## src/rtl/alu_arbiter.sv

```systemverilog
// -----------------------------------------------------------------------------
// alu_arbiter
//
// Shares one external RV32I ALU between two requesters (port 0: execute stage,
// port 1: branch/address-generation unit). A round-robin arbiter loads a
// two-stage pipeline:
//   issue register    -> drives the ALU operands and op bundle
//   response register -> captures the ALU result and the requester id
// Both sides use valid/ready handshakes with full backpressure. The block
// holds at most two operations (one per stage).
//
// Ports
//   clk, rst            clock, synchronous active-high reset
//   flush               synchronous discard of all in-flight operations
//   req_valid/req_ready per-requester handshake (req_ready is combinational)
//   req{0,1}_a/_b/_op   per-requester operands and op bundle
//   alu_a/alu_b/alu_op  registered ALU inputs
//   alu_y               combinational ALU result
//   rsp_valid/rsp_ready result handshake
//   rsp_data/rsp_id     registered result and issuing requester
//   busy                any operation in flight
// -----------------------------------------------------------------------------
module alu_arbiter #(
    parameter int XLEN = 32,
    parameter int OPW  = 17
) (
    input  logic            clk,
    input  logic            rst,
    input  logic            flush,
    input  logic [1:0]      req_valid,
    output logic [1:0]      req_ready,
    input  logic [XLEN-1:0] req0_a,
    input  logic [XLEN-1:0] req0_b,
    input  logic [OPW-1:0]  req0_op,
    input  logic [XLEN-1:0] req1_a,
    input  logic [XLEN-1:0] req1_b,
    input  logic [OPW-1:0]  req1_op,
    output logic [XLEN-1:0] alu_a,
    output logic [XLEN-1:0] alu_b,
    output logic [OPW-1:0]  alu_op,
    input  logic [XLEN-1:0] alu_y,
    output logic            rsp_valid,
    input  logic            rsp_ready,
    output logic [XLEN-1:0] rsp_data,
    output logic            rsp_id,
    output logic            busy
);

    // Pipeline state
    logic            iss_valid_q, iss_valid_d;
    logic            iss_id_q, iss_id_d;
    logic [XLEN-1:0] alu_a_q, alu_a_d;
    logic [XLEN-1:0] alu_b_q, alu_b_d;
    logic [OPW-1:0]  alu_op_q, alu_op_d;
    logic            rsp_valid_q, rsp_valid_d;
    logic [XLEN-1:0] rsp_data_q, rsp_data_d;
    logic            rsp_id_q, rsp_id_d;
    logic            last_grant_q, last_grant_d;

    // Requester payloads gathered into arrays so the grant index selects them
    logic [XLEN-1:0] req_a  [2];
    logic [XLEN-1:0] req_b  [2];
    logic [OPW-1:0]  req_op [2];

    assign req_a[0]  = req0_a;
    assign req_b[0]  = req0_b;
    assign req_op[0] = req0_op;
    assign req_a[1]  = req1_a;
    assign req_b[1]  = req1_b;
    assign req_op[1] = req1_op;

    logic       rsp_free;
    logic       iss_adv;
    logic       iss_free;
    logic [1:0] grant;
    logic       grant_id;
    logic       accept;

    // The response slot can take new data if empty or draining this cycle;
    // the issue slot can take new data if empty or moving forward this cycle.
    assign rsp_free = ~rsp_valid_q | rsp_ready;
    assign iss_adv  = iss_valid_q & rsp_free;
    assign iss_free = ~iss_valid_q | iss_adv;

    // Round-robin: on contention the requester that did not win last time goes.
    always_comb begin
        grant = 2'b00;
        case (req_valid)
            2'b01:   grant = 2'b01;
            2'b10:   grant = 2'b10;
            2'b11:   grant = last_grant_q ? 2'b01 : 2'b10;
            default: grant = 2'b00;
        endcase
    end

    assign grant_id = grant[1];

    generate
        for (genvar gi = 0; gi < 2; gi++) begin : g_ready
            assign req_ready[gi] = grant[gi] & iss_free & ~flush;
        end
    endgenerate

    assign accept = |(req_valid & req_ready);

    always_comb begin
        iss_valid_d  = iss_valid_q;
        iss_id_d     = iss_id_q;
        alu_a_d      = alu_a_q;
        alu_b_d      = alu_b_q;
        alu_op_d     = alu_op_q;
        rsp_valid_d  = rsp_valid_q;
        rsp_data_d   = rsp_data_q;
        rsp_id_d     = rsp_id_q;
        last_grant_d = last_grant_q;

        if (flush) begin
            // Datapath and arbitration history are left untouched.
            iss_valid_d = 1'b0;
            rsp_valid_d = 1'b0;
        end else begin
            // Response stage: refill wins over drain so a simultaneous
            // consume-and-refill keeps rsp_valid high with fresh data.
            if (iss_adv) begin
                rsp_data_d  = alu_y;
                rsp_id_d    = iss_id_q;
                rsp_valid_d = 1'b1;
            end else if (rsp_valid_q & rsp_ready) begin
                rsp_valid_d = 1'b0;
            end

            // Issue stage
            if (accept) begin
                alu_a_d      = req_a[grant_id];
                alu_b_d      = req_b[grant_id];
                alu_op_d     = req_op[grant_id];
                iss_id_d     = grant_id;
                iss_valid_d  = 1'b1;
                last_grant_d = grant_id;
            end else if (iss_adv) begin
                iss_valid_d = 1'b0;
            end
        end
    end

    always_ff @(posedge clk) begin
        if (rst) begin
            iss_valid_q  <= 1'b0;
            iss_id_q     <= 1'b0;
            alu_a_q      <= '0;
            alu_b_q      <= '0;
            alu_op_q     <= '0;
            rsp_valid_q  <= 1'b0;
            rsp_data_q   <= '0;
            rsp_id_q     <= 1'b0;
            last_grant_q <= 1'b1;   // requester 0 wins the first contention
        end else begin
            iss_valid_q  <= iss_valid_d;
            iss_id_q     <= iss_id_d;
            alu_a_q      <= alu_a_d;
            alu_b_q      <= alu_b_d;
            alu_op_q     <= alu_op_d;
            rsp_valid_q  <= rsp_valid_d;
            rsp_data_q   <= rsp_data_d;
            rsp_id_q     <= rsp_id_d;
            last_grant_q <= last_grant_d;
        end
    end

    assign alu_a     = alu_a_q;
    assign alu_b     = alu_b_q;
    assign alu_op    = alu_op_q;
    assign rsp_valid = rsp_valid_q;
    assign rsp_data  = rsp_data_q;
    assign rsp_id    = rsp_id_q;
    assign busy      = iss_valid_q | rsp_valid_q;

endmodule

```

## config.mk

```make
export PLATFORM = sky130hd
export DESIGN_NAME = alu_arbiter
export DESIGN_NICKNAME = d
export VERILOG_FILES = /design/src/rtl/alu_arbiter.sv
export SDC_FILE = /design/constraint.sdc
export NUM_CORES = 1
export LEC_CHECK = 0
export ABC_AREA = 1
export CAP_MARGIN = 0
export CELL_PAD_IN_SITES_DETAIL_PLACEMENT = 1
export CELL_PAD_IN_SITES_GLOBAL_PLACEMENT = 1
export CORE_ASPECT_RATIO = 0.9
export CORE_MARGIN = 4
export CORE_UTILIZATION = 27
export DETAILED_ROUTE_END_ITERATION = 7
export PLACE_DENSITY = 0.92
export SYNTH_ARGS = -nofsm -noshare
export SYNTH_HDL_FRONTEND = slang
export SYNTH_SLANG_ARGS = --single-unit
```

## constraint.sdc

```tcl
create_clock -name clk -period 2.1 [get_ports clk]
set_input_delay 0.42 -clock clk [delete_from_list [all_inputs] [get_ports clk]]
set_output_delay 0.42 -clock clk [all_outputs]
set_load 0.005 [all_outputs]
```

== After elaboration in Yosys (flattened, before gate mapping) ==
Cells that the tools add are included.
Widths: inputs -> output; s select.
Storage, ports and cells
  register bits after elaboration: 118
  bits of input ports: 200
  output and inout bits: 118
Operators by class
  magnitude comparators: 1
  equality and inequality tests: 3
  muxes and demuxes: 15
  bitwise gates (word level): 14
  reduce and logical (&&, ||, !) cells: 6
Operators with widths (count)
  $mux 32: 6
  $mux 17: 3
  $and 1x1->1: 6
  $pmux 2 s3: 1
  $eq 2x2->1 const B: 2
  $mux 1: 4
  $reduce_and 2->1: 2
  $reduce_bool 2->1: 2
  $reduce_or 2->1: 2
  $not 1->1: 3
  $or 1x1->1: 3
  $and 2x2->2: 1
  $eq 2x1->1 const B: 1
  $ge 2x2->1 const B: 1
  $mux 2: 1
  $not 1->2: 1

== Depth between registers and ports, before layout ==
Gate-level depths: netlist of the first run.
  word-level depth: 9
  gate-level depth with buffers: 10
  gate-level depth less buffers: 8

== Worst setup path before layout of the first run ==
Ideal clock, no wire load.
  path kind: input port to output port
  start: input port req_valid[1]
  end: output port req_ready[0]
  arrival: 1.056 ns
  slack: 0.624 ns
  cell stages on the path: 5
  cell sequence: buf_2 > nand2_1 > buf_2 > nand2_1 > nor2_1
On the way
  longest elaborated chain between the ends: 4
RTL lines
  start: declaration: line 30  | input logic [1:0] req_valid,
  $eq 2x2->1 or $eq 2x1->1 (tied branches): line 88  | case (req_valid)
  $pmux 2 s3 (*): line 88
  $and 1x1->1 (*) (2 in a row): line 100  | assign req_ready[gi] = grant[gi] & iss_free & ~flush;
  end: declaration: line 31  | output logic [1:0] req_ready,
Mark *: on every way between the ends. The rest lies on a longest branch, timed or not.

== Final worst setup path of the first run ==
  start: input port rsp_ready
  end: output port req_ready[1]
On the way
  longest elaborated chain between the ends: 5
RTL lines
  start: declaration: line 43  | input logic rsp_ready,
  $or 1x1->1: line 81  | assign rsp_free = ~rsp_valid_q | rsp_ready;
  $and 1x1->1: line 82  | assign iss_adv = iss_valid_q & rsp_free;
  $or 1x1->1: line 83  | assign iss_free = ~iss_valid_q | iss_adv;
  $and 1x1->1 (2 in a row): line 100
Every way passes these cells.

==> results of run 1 <==
## worst reg2reg max path, stage by stage (launching register included)
cell,delay (ns)
dfxtp_1,0.38
nand2_2,0.09
nand2_4,0.07
buf_4,0.14
buf_4,0.34
nand2_1,0.17
nand2_1,0.08
inv_1,0.04
nand2_1,0.05
nand2_1,0.04
nor2_1,0.08
## metal layers
layer | wire, µm | vias to the layer above
met5 | 0 | -
met4 | 937 | 0
met3 | 1256 | 63
met2 | 11870 | 217
met1 | 9100 | 3248
li1 | - | 3489
## through the flow
step,TNS [ns],utilization,total power (W),area (µm²)
4_1_cts,-0.1020,0.4788,0.007001,10000
3_5_place_dp,-1.562,0.4510,0.004076,9423
6_report,0,0.4792,0.006897,10010
2_1_floorplan,0,-,0.003138,5758
5_1_grt,0,0.4792,0.007272,10010
3_3_place_gp,-0.1739,0.4510,0.004009,9423
## path summary, 6_finish.rpt
check	cells past startpoint	to	from	slack, ns
max	6	req_ready[1]	rsp_ready	0.15
min	2	alu_b[20]$_SDFFE_PP0P_	alu_b[20]$_SDFFE_PP0P_	0.48
max reg2reg	10	alu_op[12]$_SDFFE_PP0P_	last_grant_q$_SDFFE_PP1P_	0.53
min reg2reg	2	alu_b[20]$_SDFFE_PP0P_	alu_b[20]$_SDFFE_PP0P_	0.48
## power by group through the flow
stage	registers, W	clock network (W)	logic, W
final	0.00247	0.00289	0.00154
after global routing	0.00249	0.00308	0.00171
after CTS	0.00247	0.00297	0.00157
after detailed placement	0.00252	0	0.00156
after global placement	0.00251	0	0.00150
after floorplan	0.00252	0	0.000616
## logic make-up after synthesis
logic type / share of synthesized area
buffers and inverters: 0.1167
AND/OR/NAND/NOR: 0.4409
AO/OA/AOI/OAI: 0.03216
flip-flops: 0.4103
## placed cells by master, fill, tap and decap left out, drive strengths merged
cell type        n
a21oi            3
buf             44
bufinv           1
clkbuf          17
clkdlybuf4s50  313
clkinv           2
clkinvlp         3
dfxtp          118
dlygate4sd2      2
dlymetal6s2s     1
inv             97
nand2          330
nand3           83
nor2           232
nor3             1
o21ai           34
or2              1
## layout make-up
cell class | instances | area [µm²]
sequential | 118 | 2362
tap | 286 | 357.8
multi-input combinational | 684 | 2748
fill | 2716 | 10880
timing repair buffer | 360 | 3628
inverter | 88 | 331.6
clock inverter | 15 | 158.9
clock buffer | 17 | 425.4
## flip-flops by register name (all words and copies together) (netlist names)
signal        count
alu_a            32
alu_b            32
rsp_data         32
alu_op           17
iss_id_q          1
iss_valid_q       1
last_grant_q      1
rsp_id            1
rsp_valid         1
## timing repair
item                       CTS  global route
gates resized for setup      2             3
setup endpoints to repair    2             1
pin swaps                    0             0
==> metrics.txt, run 1 <==
final worst setup slack=0.1454 ns; crit path cell chain=clkdlybuf4s50_1, inv_1, nand3_1, nand2_2, nor2_1, dlygate4sd2_1; Iteration-0 DRC Markers=236; Commonest cells post-synth=329 x nand2_1, 232 x nor2_1, 118 x dfxtp_1, 87 x inv_1, 83 x nand3_1; register area share after synthesis=0.4103; register bit total from synthesis=118; Inst Count DP=1536; Mapped Nets=1152; Cell Count, Final, Fillers Out=1568; CP required=1.68 ns; Post-route DRC=0; die extent in y=146.5 µm; hpwl dp=18150 µm; via count=7017; hold_ws=0.4778 ns; top-count cell post-synth=nand2_1; max incr delay on CP=0.46 ns; Placement Setup Slack=-0.1805 ns; CP top delay family=buffers and inverters; Seq pwr share=0.358; final period utilization=0.9308; Synth area leader=dfxtp_1; vias in the first global route=7333; DR vias/cell=4.475; slowest CP cell=clkdlybuf4s50_1; post-synthesis cell count=952; largest net degree at the start of global routing=82; YS warnings=0; Die W=161.9 µm; Synth Area per Inst=6.048 µm²; antenna-violating nets left=0; CTS Hold Buffers Added=0; IO Count=318; Post-Route WL=23160 µm; skew final=0.01181 ns; # setup viols final=0; Async SR Flop Fraction=0; WP data arrival=1.53 ns; Root Buffer=clkbuf_16; H-tree depth reported by CTS=4; critical path class=input port to primary output; Worst-Margin Slew=0.4950 ns; total track usage=0.1935; Core Area=20900 µm²; CTS max path bufs=2; Hold WC Path Type=register to register; CTS tree=yes; startpoint types=input port; Final GP Congestion=0.8070; maxcap violations=0; EDFF count, synth=0; first-pass GRT wire length=37180 µm; Ant. Diodes=0; initial core utilization=0.2756; Clock Latency Late Sink=0.41 ns; DIE AREA=23730 µm²; M3 GR Usage=0.05250; Tmin final=1.955 ns; Rows=50; Slew Limit Fails=0; Clk network pwr share=0.419; aggregate global routing overflow=0; leakage power=4.700 nW; first drt pass iteration count=4; relative slew slack=0.6700; met2 usage=0.3540; crit-path max FO=3; Worst IR Drop VDD=0.3766 mV; Sink Count=118; RSZ-0062 raised after global routing=no; top cells by area, synth=dfxtp_1 41%, nand2_1 21%, nor2_1 15%; Pwr Density=688.9 nW/µm²; port bufs=317; Post-Syn Area=5758 µm²; Synth top area share=0.4103; Reg clk slew, reported paths=0.06 ns; Synth Flop Type=dfxtp_1; Crit. End Element=primary output; Max Fclk=0.5116 GHz; Internal=0.004937 W; status=complete, no violations; initial antenna violation count=0; setup bufs post-CTS=0; CP bufs+invs=3; final-stage net count=1469; Comb power frac=0.223; met1 Resource Use GR=0.2057; final hold violation count=0; cts bufs inserted=17; Sw Ratio=0.2842; gr busiest metal=met2; Routed wire per std cell=14.77 µm; post-synthesis cell type count=16; share of layout cells above drive strength 1=0.06474; P_sw=0.001960 W; Area Overhead vs Synth=73.88%
No activity file was read; power rests on OpenSTA's default activity.
==> inputs of run 2 (changes only) <==
Settings changed: GPL_TIMING_DRIVEN set to 0, SLEW_MARGIN set to 20.
==> metrics.txt, run 2 (synthesized netlist as in run 1, its figures left out) <==
status=complete, no violations; Cell Count, Final, Fillers Out=1588; final-stage net count=1488; share of layout cells above drive strength 1=0.05380; slowest CP cell=clkdlybuf4s50_1; critical path class=input port to primary output; total track usage=0.2057; final hold violation count=0; Slew Limit Fails=0; final worst setup slack=0.04715 ns; leakage power=4.639 nW; skew final=0.01193 ns; Rows=50; reg2reg start=last_grant_q$_SDFFE_PP1P_; WP data arrival=1.63 ns; met3 WL post-DR=1175 µm; cts bufs inserted=17; Worst-Margin Slew=0.7287 ns; Placement Setup Slack=-0.7442 ns; startpoint types=input port; Max Fclk=0.4871 GHz; # setup viols final=0; relative slew slack=0.5142; Inst Count DP=1554; first drt pass iteration count=5; dpl cell area=9279 µm²; most frequent cells in the layout=329 x nand2_1, 313 x clkdlybuf4s50_1, 230 x nor2_1; DIE AREA=23730 µm²; aggregate global routing overflow=0; Routed wire per std cell=15.69 µm; vias in the first global route=7280; CP startpoint=rsp_ready; Area Overhead vs Synth=72.19%; Root Buffer=clkbuf_16; Tmin final=2.053 ns; largest net degree at the start of global routing=17; via count=6997; CTS tree=yes; uppermost routed layer=met4; CP required=1.68 ns; DR vias/cell=4.406; Iteration-0 DRC Markers=307; Reg clk slew, reported paths=0.06 ns; Crit. End Element=primary output; Die W=161.9 µm; CTS max path bufs=2; max incr delay on CP=0.49 ns; crit-path max FO=3; Worst IR Drop VDD=0.4457 mV; die extent in y=146.5 µm; final period utilization=0.9775; Post-route DRC=0; r2r setup slk=0.42 ns; Post-Route WL=24910 µm; DRT met1 WL=10400 µm; Design Area, Final=9915 µm²; worst-case reg-to-reg path depth=9; DR WL met2=12950 µm; hpwl dp=19390 µm; crit path cell chain=clkdlybuf4s50_1, inv_1, nand3_1, nand2_1, nor2_2, dlygate4sd2_1; Worst setup endpoint=req_ready[0]; commonest non-fill, non-tap cell in the layout=nand2_1; maxcap violations=0; port bufs=316; Final GP Congestion=0.8176; antenna-violating nets left=0; Clock Latency Late Sink=0.42 ns; Core Area=20900 µm²; initial antenna violation count=1; IO Count=318; reg2reg end=alu_b[1]$_SDFFE_PP0P_; initial core utilization=0.2756; Hold WC Path Type=register to register; Filler cells=2686; first-pass GRT wire length=38790 µm; Pwr Density=708.8 nW/µm²; H-tree depth reported by CTS=4; Sink Count=118
==> run 2: worst min-delay path by stage <==
stage	slack, ns	from	endpoint	cells after the start
floorplan	0.45	iss_valid_q$_SDFFE_PP0P_	rsp_valid$_SDFFE_PP0P_	2
global placement	0.46	iss_valid_q$_SDFFE_PP0P_	rsp_valid$_SDFFE_PP0P_	2
detailed placement	0.47	alu_b[22]$_SDFFE_PP0P_	alu_b[22]$_SDFFE_PP0P_	2
CTS	0.48	alu_b[22]$_SDFFE_PP0P_	alu_b[22]$_SDFFE_PP0P_	2
global route	0.50	alu_op[13]$_SDFFE_PP0P_	alu_op[13]$_SDFFE_PP0P_	2
finish	0.48	alu_b[22]$_SDFFE_PP0P_	alu_b[22]$_SDFFE_PP0P_	2
==> run 2: critical path, delay by kind of cell <==
kind          cells  cell delay [ns]
simple gates      3             0.37
buf+inv           3             0.83
==> run 2: metrics by stage <==
stage               setup TNS [ns]  hold WS [ns]  utilization  total power [W]
global placement            -19.75        0.4588       0.4441         0.003990
floorplan                        0        0.4488            -         0.003138
detailed placement          -22.43        0.4708       0.4441         0.004043
CTS                              0        0.4849       0.4740         0.007107
finish                           0        0.4791       0.4745         0.007027
global route             -0.003904        0.4986       0.4745         0.007381
==> run 2: area by class of cell <==
| cell class | count | area [µm²] | share of cell area |
|---|---|---|---|
| timing repair buffer | 317 | 3167 | 0.3194 |
| multi-input combinational | 684 | 2734 | 0.2757 |
| sequential | 118 | 2364 | 0.2384 |
| clock buffer | 17 | 425.4 | 0.04291 |
| tap | 286 | 357.8 | 0.03609 |
| buffer | 62 | 349.1 | 0.03521 |
| inverter | 88 | 330.3 | 0.03332 |
| clock inverter | 15 | 185.2 | 0.01868 |
| antenna | 1 | 2.502 | 0.0002524 |
==> run 2: timing repair <==
action,4_1_cts,5_1_grt
gates cloned,0,0
resized for setup,6,4
pin swaps,1,0
hold buffers,0,0
buffers inserted,1,0
setup endpoints to repair,2,11
==> run 2: layer usage <==
metal	GRT usage	vias up
met5	0	-
met4	0.05497	0
met3	0.04008	24
met2	0.3814	184
met1	0.2409	3259
li1	-	3530
==> run 2: where the power goes <==
| group | switching (W) | internal, W | leakage (nW) |
|---|---|---|---|
| clock network | 0.00124 | 0.00180 | 0.297 |
| registers | 0.0000785 | 0.00239 | 0.970 |
| logic | 0.000690 | 0.000829 | 3.37 |
| total | 0.00201 | 0.00502 | 4.64 |
==> variant: new RTL, flow settings as in run 2 <==
Reset style: asynchronous (`rst`), changed in one clocked block. Comments in the files are not updated.
--- a/src/rtl/alu_arbiter.sv
+++ b/src/rtl/alu_arbiter.sv
@@ -145,3 +145,3 @@
 
-    always_ff @(posedge clk) begin
+    always_ff @(posedge clk or posedge rst) begin
         if (rst) begin
Check against the original RTL: differs if rst is asserted again (counterexample within 4 cycles, from zero or initial values and one cycle with rst high); with rst held inactive, the same outputs for 4 cycles.
==> variant against run 2 <==
- sequential cell count is the same
- sequential share of layout area increased by 5.8 points
- power grew 24%
- area after synthesis fell by 2.1%
- worst setup slack gained 7.1 ps
- wire length shrank 1.5%
- design area up 0.42%
- utilization up 1.8 points
==> variant: results (changes against run 2) <==
The power in the clock group was 3100 uW (+2%). In the synthesized netlist, the cells that appear most often are 441 x sky130_fd_sc_hd__nand2_1, 117 x sky130_fd_sc_hd__dfrtp_1, 84 x sky130_fd_sc_hd__nand3_1, 40 x sky130_fd_sc_hd__inv_1, 37 x sky130_fd_sc_hd__buf_2. The largest net degree at the start of global routing came to 30 (+13). The met1 track utilization from global routing came out at 23.6% (-0.53 points). The most frequently used flop master after synthesis is sky130_fd_sc_hd__dfrtp_1. Ranked by total cell area, the synthesized netlist is headed by sky130_fd_sc_hd__dfrtp_1 52%, sky130_fd_sc_hd__nand2_1 29%, sky130_fd_sc_hd__nand3_1 7.5%, sky130_fd_sc_hd__buf_2 3.3%, sky130_fd_sc_hd__o21ai_0 3.0%. The routed wire length on met3 came to 1870 um (+59%). The share of synthesized registers carrying an async set or reset came out at 100% (+100 points). The ratio of cells with drive above 1 in the final layout was 8.02% (+2.6 points). The reg-to-reg setup timing slack is 210 ps (-210 ps). The total nets after synthesis is 975 (-15%). The post-CTS repair timing setup buffer count came out at 3 (+2). The time the worst path needs with I/O delays and setup came out at 2050 ps (-7.12 ps).

The global router's overall resource usage came out at 21.0% (+0.43 points). The highest fanout seen on the critical path is 8 (+5). The via count of the first global-routing pass is 6,903 (-5.2%). The flip-flop and latch power was 3010 uW (+22%). The highest metal layer carrying signal wires in the routed design is met5.

The met2 layer usage reported by global route came out at 38.4% (+0.29 points). The synthesized area per cell is 7.27 um2 (+20%). The number of cells after detailed placement is 1,351 (-13%).

The quantity of gates resized following cts is 14 (+8). The reported combinational group power came out at 2580 uW (+70%). The post-detailed-route wirelength per cell came out at 17.7 um (+13%). The final net count came out at 1,321 (-11%). The post-placement setup slack came out at -870 ps (-126 ps). The global placer's final weighted congestion came out at 0.788 (-3.6%).

The wire length on met1 came to 9490 um (-8.8%). The HPWL after detailed placement came out at 19,300 um (-0.42%). The number of input and output port buffers inserted came out at 317 (+0.32%). The number of DRC markers after the initial detailed-route iteration came to 229 (-25%).

In this run the critical register-to-register path is captured at alu_a[23]. The static power due to leakage came to 0.00498 uW (+7.4%). The part of the Yosys area used for sequential elements is 52.4% (+11 points). The run finished with clean final reports. The arrival time at the worst endpoint came to 1630 ps (about the same). The clock-pin slew on the worst setup and hold paths came out at 60 ps (about the same).

The worst ir drop on vdd is 398 uV (-11%). The relative slew slack came out at 62.5% (+11 points). The setup skew after layout came out at 12.6 ps (+0.692 ps). The detailed-route wire length came out at 24,500 um (-1.5%).
variant: critical path, stage by stage:
cell and delay, ps:
sky130_fd_sc_hd__clkdlybuf4s50_1 500, sky130_fd_sc_hd__nand2_1 100, sky130_fd_sc_hd__nand2_4 130, sky130_fd_sc_hd__inv_8 40
sky130_fd_sc_hd__nand3_4 120, sky130_fd_sc_hd__inv_1 50, sky130_fd_sc_hd__dlygate4sd2_1 270
variant: through the flow:
step	area (um2)	TNS, ps
2_1_floorplan	5640	0
3_3_place_gp	9130	-133820
3_5_place_dp	9220	-24430
4_1_cts	9910	0
5_1_grt	9960	-1.78
6_report	9960	0
variant: logic make-up after synthesis:
kind of cell | Yosys count | synth area share [%]
compound gates | 39 | 3.55
buf+inv | 90 | 6.81
flops | 118 | 52.4
simple gates | 528 | 37.2
variant: layout make-up:
class                      instances  area share, %
clock buffer                      20           4.69
sequential                       118           29.7
multi-input combinational        567           23.6
clock inverter                    12           1.66
buffer                            47           2.21
inverter                          41           1.66
timing repair buffer             329           33.3
tap                              255           3.20
